===== config.mk =====
export PLATFORM = sky130hd
export DESIGN_NAME = voice_frame_scheduler
export DESIGN_NICKNAME = d
export VERILOG_FILES = /design/src/rtl/voice_frame_scheduler.sv
export SDC_FILE = /design/constraint.sdc
export NUM_CORES = 1
export LEC_CHECK = 0
export ABC_CLOCK_PERIOD_IN_PS = 4100
export CAP_MARGIN = 10
export CORE_MARGIN = 2
export CORE_UTILIZATION = 59
export DETAILED_ROUTE_END_ITERATION = 10
export GPL_ROUTABILITY_DRIVEN = 0
export PLACE_DENSITY = 0.95
export SYNTH_ARGS = -nofsm -noshare
export SYNTH_HDL_FRONTEND = slang
export SYNTH_SLANG_ARGS = --single-unit
export TNS_END_PERCENT = 1

===== constraint.sdc =====
create_clock -name clk -period 4.1 [get_ports clk]
set_clock_uncertainty 0.15 [all_clocks]
set_input_delay 0.82 -clock clk [delete_from_list [all_inputs] [get_ports clk]]
set_output_delay 0.82 -clock clk [all_outputs]
set_load 0.01 [all_outputs]

===== src/rtl/voice_frame_scheduler.sv =====
// Time-shares one partial-synthesis datapath across NUM_VOICES voices per sample
// period, accumulating the signed contributions into one saturated mixed sample.
module voice_frame_scheduler #(
  parameter int NUM_VOICES   = 64,
  parameter int VOICE_W      = $clog2(NUM_VOICES),
  parameter int DATA_W       = 18,
  parameter int OUT_W        = 24,
  parameter int START_OFFSET = 0,
  parameter int ACC_W        = DATA_W + VOICE_W + 1
) (
  input  logic                     clk,
  input  logic                     rst_n,
  input  logic [11:0]              sample_cycle_count,
  input  logic                     enable,
  output logic                     req_valid,
  output logic [VOICE_W-1:0]       req_voice,
  input  logic                     req_ready,
  input  logic                     resp_valid,
  input  logic signed [DATA_W-1:0] resp_data,
  output logic                     flush,
  output logic signed [OUT_W-1:0]  sample_out,
  output logic                     sample_valid,
  output logic                     busy,
  output logic                     overrun
);

  typedef enum logic [1:0] {
    IDLE  = 2'd0,
    ISSUE = 2'd1,
    DRAIN = 2'd2
  } state_t;

  localparam int CNT_W = VOICE_W + 1;
  localparam int EXT_W = (ACC_W > OUT_W) ? ACC_W : OUT_W;
  localparam logic [11:0]          START_CNT = 12'(START_OFFSET);
  localparam logic [VOICE_W-1:0]   LAST_IDX  = VOICE_W'(NUM_VOICES - 1);
  localparam logic [CNT_W-1:0]     FULL_CNT  = CNT_W'(NUM_VOICES);
  localparam logic signed [EXT_W-1:0] SAT_MAX = {{(EXT_W-OUT_W+1){1'b0}}, {(OUT_W-1){1'b1}}};
  localparam logic signed [EXT_W-1:0] SAT_MIN = {{(EXT_W-OUT_W+1){1'b1}}, {(OUT_W-1){1'b0}}};

  // Clamp to the output range; degenerates to sign extension when OUT_W >= ACC_W.
  function automatic logic signed [OUT_W-1:0] saturate(input logic signed [ACC_W-1:0] v);
    logic signed [EXT_W-1:0] ve;
    ve = EXT_W'(v);
    if (ve > SAT_MAX) begin
      return SAT_MAX[OUT_W-1:0];
    end else if (ve < SAT_MIN) begin
      return SAT_MIN[OUT_W-1:0];
    end else begin
      return ve[OUT_W-1:0];
    end
  endfunction

  state_t                     state, state_nx;
  logic [VOICE_W-1:0]         idx, idx_nx;
  logic signed [ACC_W-1:0]    acc, acc_nx, acc_sum, resp_ext;
  logic [CNT_W-1:0]           resp_cnt, cnt_nx, cnt_inc;
  logic                       flush_nx, sample_valid_nx, overrun_nx;
  logic signed [OUT_W-1:0]    sample_out_nx;
  logic                       start_evt, resp_take, done;

  assign req_voice = idx;
  assign start_evt = enable && (sample_cycle_count == START_CNT);
  assign resp_ext  = ACC_W'(resp_data);
  assign acc_sum   = acc + resp_ext;
  assign cnt_inc   = resp_cnt + CNT_W'(1);
  assign resp_take = resp_valid && (state != IDLE) && (resp_cnt < FULL_CNT);
  assign done      = resp_take && (cnt_inc == FULL_CNT);

  // Next-state, accumulation, completion and overrun handling.
  always_comb begin
    state_nx        = state;
    idx_nx          = idx;
    acc_nx          = acc;
    cnt_nx          = resp_cnt;
    flush_nx        = 1'b0;
    sample_valid_nx = 1'b0;
    sample_out_nx   = sample_out;
    overrun_nx      = overrun;

    case (state)
      IDLE: begin
        if (start_evt) begin
          state_nx = ISSUE;
          idx_nx   = '0;
          acc_nx   = '0;
          cnt_nx   = '0;
        end else begin
          state_nx = IDLE;
        end
      end
      ISSUE: begin
        if (req_ready) begin
          if (idx == LAST_IDX) begin
            state_nx = DRAIN;
          end else begin
            idx_nx = idx + VOICE_W'(1);
          end
        end else begin
          state_nx = ISSUE;
        end
      end
      DRAIN: begin
        state_nx = DRAIN;
      end
      default: begin
        state_nx = IDLE;
      end
    endcase

    if (state != IDLE) begin
      if (resp_take) begin
        acc_nx = acc_sum;
        cnt_nx = cnt_inc;
      end else begin
        acc_nx = acc;
      end
      if (done) begin
        sample_out_nx   = saturate(acc_sum);
        sample_valid_nx = 1'b1;
        state_nx        = IDLE;
      end else begin
        sample_valid_nx = 1'b0;
      end
      // A start during a frame abandons it; a coincident completion still emits.
      if (start_evt) begin
        overrun_nx = 1'b1;
        flush_nx   = 1'b1;
        state_nx   = ISSUE;
        idx_nx     = '0;
        acc_nx     = '0;
        cnt_nx     = '0;
      end else begin
        overrun_nx = overrun;
      end
    end else begin
      overrun_nx = overrun;
    end
  end

  // State and output registers with synchronous active-low reset.
  always_ff @(posedge clk) begin
    if (!rst_n) begin
      state        <= IDLE;
      idx          <= '0;
      acc          <= '0;
      resp_cnt     <= '0;
      flush        <= 1'b0;
      sample_out   <= '0;
      sample_valid <= 1'b0;
      overrun      <= 1'b0;
      req_valid    <= 1'b0;
      busy         <= 1'b0;
    end else begin
      state        <= state_nx;
      idx          <= idx_nx;
      acc          <= acc_nx;
      resp_cnt     <= cnt_nx;
      flush        <= flush_nx;
      sample_out   <= sample_out_nx;
      sample_valid <= sample_valid_nx;
      overrun      <= overrun_nx;
      req_valid    <= (state_nx == ISSUE);
      busy         <= (state_nx != IDLE);
    end
  end

endmodule


==> run summary <==
Measured against its own limit, the worst slew margin works out to 50.87%. For the number of rows in the core area, the log shows 31. Cells fill 74.33% of the core in the end.

The clock passes through at most 2 buffers. Buffers added to address setup during post-CTS repair amount to 0. The overall track demand over capacity in global routing was 28.73%.

Yosys attributes the largest share of cell area to dfxtp_1 31%, ha_1 7.6%, o21a_1 5.1%. Most repeated library cell on the critical path: nand2_1. Port buffering added 69 buffers. The number of gates resized after CTS was 0.

The leakage dissipation was 2.057 nW; the routed wire length per instance was 17.17 um. By startpoint and endpoint, the worst setup path is classified as in2reg. Endpoint arrival time on the critical path: 3.71 ns. The main combinational cell family by area after synthesis is compound AO/OA/AOI/OAI gates. In the synthesized netlist, the cells that appear most often are 69 x dfxtp_1, 52 x nor2_1, 45 x nand2_1. Kind of end point of the critical path: a flop.

The run gives 70 as the number of top-level pins. STA classifies the critical path startpoint as an input port. The number of vias after detailed routing was 4,393. Counting both buffers and inverters, the worst setup path holds a total of 2. The number of DRC violations after detailed-routing iteration 0 is 293, and the maximum fanout along the worst path is 23.

Clock-pin slew was measured on the worst setup and hold paths at 0.08 ns. In the synthesized netlist the async set-or-reset flop fraction comes to 0%. The HPWL after detailed placement is 8.594 mm. TritonCTS built the clock tree. The count of nets left with antenna violations once routing finished came out at 0. The count of distinct cell types in the synthesized netlist was 61; the antenna cell count was 0. The clock tree synthesis step divided the H-tree into 3 levels. The total overflow left after global routing is 0. The number of sinks driven by the clock tree was 69; the final period demand of the worst path was 3.619 ns. For this run, the register share of the synthesized area comes to 31.11%. The run gives 0 as the number of pins with negative max-slew slack in the final report.

The number of buffers added by the clock tree synthesis step was 9; the core region area was 0.007253 mm^2. The flow ran to the end, and the final reports show no timing, DRC or antenna violations. Power density relative to cell area: 262.7 mW/mm^2. Setup repair after global routing left no endpoint under its margin.

Synthesis inferred 69 register bits. Top cell family by delay on the critical path: compound AO/OA/AOI/OAI gates. The floorplan step set the die height to 90.76 um. The initial utilization of the core area, before any placement, comes to 61.22%. Cells with a size suffix above 1 make up 10.53% of the layout. For the pin with the worst max-slew slack, the measured transition is 0.7369 ns. The largest voltage drop on the vdd net came out at 0.2303 mV. The run gives 41 as the pin count of the biggest net entering global routing.

The layout-stage area growth over the synthesis result was 21.41%. The data required time of the critical path is 4.19 ns. The first global-routing pass estimated 19.55 mm of wire. The most used flip-flop cell after synthesis is dfxtp_1.

For the routed wire length, the log shows 12.14 mm. The synthesized design contains 0 enable-type register cells. CTS placed an instance of clkbuf_8 at the clock tree root. After layout, the worst path uses 88.26% of the clock period. The run gives 5 as the count of TritonRoute iterations in the first routing pass. For the detailed-route DRC error count, the log shows 0. Clock latency on the worst-skew pair: 0.35 ns. The tools report the count of mapped cells out of synthesis as 544. The tools report the initial antenna violation count as 0.

Averaged over all synthesized cells, the footprint is 8.163 um^2. Walking the worst path, the cells encountered are clkdlybuf4s50_1 -> ha_1 -> nand2_1 -> nor3_2 -> nand2_1 -> o21a_1 -> o211ai_1 -> nor2_1 -> a21oi_4 -> buf_12 -> a21oi_1. Summing the areas of all xor and xnor instances in the mapped netlist gives 5.128% of the synthesized area. The leading area contributor after synthesis was dfxtp_1.

The max capacitance violation total was 0. On the worst path, the slowest cell contributes a delay of 0.57 ns. Dividing the detail-routed via count by the number of cells gives 6.214.

Setup violations remaining at the end of the flow were counted as 0. The number of endpoints with negative hold slack in the final report is 0. The die covers 0.008236 mm^2. The compound-cell area share of the yosys netlist works out to 31.30%.

The synthesized netlist devotes 18.91% of its cell area to simple gates. The tools report the sum of negative setup slack as 0 ns. The area share of fa/ha/maj cells after synthesis was 8.059%. The worst hold-check path type is reg2reg. The mapped netlist covers 0.004441 mm^2. The total power consumption of the routed design is 0.001416 W. The post-synthesis net count was 607; the x dimension of the die was 90.76 um.

Static timing analysis puts the maximum clock frequency at 0.2763 GHz. The final net count was 666. The multiplexer share of the synthesized area came out at 0.2254%. Library cell contributing the largest single delay on the critical path: clkdlybuf4s50_1.

dfxtp_1 is the most common cell in the netlist. The portion of synthesized cell area occupied by the leading cell type is 31.11%, and the number of global-route vias before repair is 4,142. The logs give 0 for the hold buffer count at CTS and 0 for the count of warnings emitted by yosys.
==> report_power, final <==
group          switching, W  total [W]  internal [W]
Clock              0.000273   0.000616      0.000343
Sequential     0.0000000186   0.000669      0.000669
Combinational     0.0000725   0.000131     0.0000582
Total              0.000346    0.00142       0.00107
==> metrics by stage <==
stage          area [um^2]  worst slack (ns)  hold slack (ns)  cells
6_report              5391            0.4813           0.3174    707
3_3_place_gp          5176            0.3148           0.2959    691
5_1_grt               5391            0.3020           0.3335    707
4_1_cts               5391            0.5642           0.3162    707
3_5_place_dp          5176            0.1805           0.3060    691
2_1_floorplan         4441            0.9765           0.2900    544
==> logic make-up after synthesis <==
kind of cell | after synthesis
AOI/OAI and AO/OA | 202
and+or+nand+nor | 170
DFF | 69
buffers and inverters | 48
adders and majority gates | 28
xor gates and xnor gates | 26
muxes | 1
==> state kept, by name (all words and copies together), names as in the netlist <==
| signal | flops |
|---|---|
| acc | 25 |
| sample_out | 24 |
| resp_cnt | 7 |
| req_voice | 6 |
| state | 2 |
| busy | 1 |
| flush | 1 |
| overrun | 1 |
| req_valid | 1 |
| sample_valid | 1 |
==> routing by layer <==
| metal | GRT usage [%] | up-vias | part of all wire, % |
|---|---|---|---|
| met3 | 4.674 | 16 | 7.4 |
| met4 | 9.103 | 0 | 1.4 |
| met2 | 49.32 | 211 | 48 |
| met1 | 36.78 | 2083 | 43 |
| met5 | 0 | - | 0 |
| li1 | - | 2083 | - |
==> cells in the final DEF, fill, tap and decap left out, types with 5 or more instances in the layout <==
master / count
a211oi_1: 5
a21o_1: 15
a21oi_1: 39
a21oi_2: 25
and2_1: 5
buf_4: 10
clkbuf_8: 9
clkdlybuf4s50_1: 69
dfxtp_1: 69
ha_1: 27
inv_1: 16
nand2_1: 45
nand3_1: 11
nand4_1: 10
nor2_1: 52
nor2b_1: 10
nor3_1: 7
o211ai_1: 7
o21a_1: 30
o21ai_0: 22
o21ai_1: 26
xnor2_1: 12
xor2_1: 14
==> final cells by class <==
class / count / area (um^2)
multi-input combinational: 427 / 2825
fill: 492 / 1862
sequential: 69 / 1381
timing repair buffer: 80 / 785.8
clock buffer: 10 / 127.6
tap: 99 / 123.9
clock inverter: 6 / 87.58
inverter: 16 / 60.06
==> final timing paths <==
path	start	end	slack, ns	cells after the start
worst max-delay path	resp_data[17]	sample_out[1]	0.48	11
worst min-delay path	acc[13]	acc[13]	0.32	2
worst max register to register	acc[0]	sample_out[1]	1.12	12
worst min register to register	acc[13]	acc[13]	0.32	2
==> worst reg2reg max path: stages (launching register included) <==
cell and delay, ns:
dfxtp_1 0.34, ha_1 0.19, inv_1 0.06, fa_1 0.41
nor2b_1 0.17, o31a_1 0.24, o21ai_4 0.12, o21a_1 0.25
o211ai_1 0.30, nor2_1 0.13, a21oi_4 0.19, buf_12 0.21
a21oi_1 0.11
No activity file was read; power rests on OpenSTA's default activity.
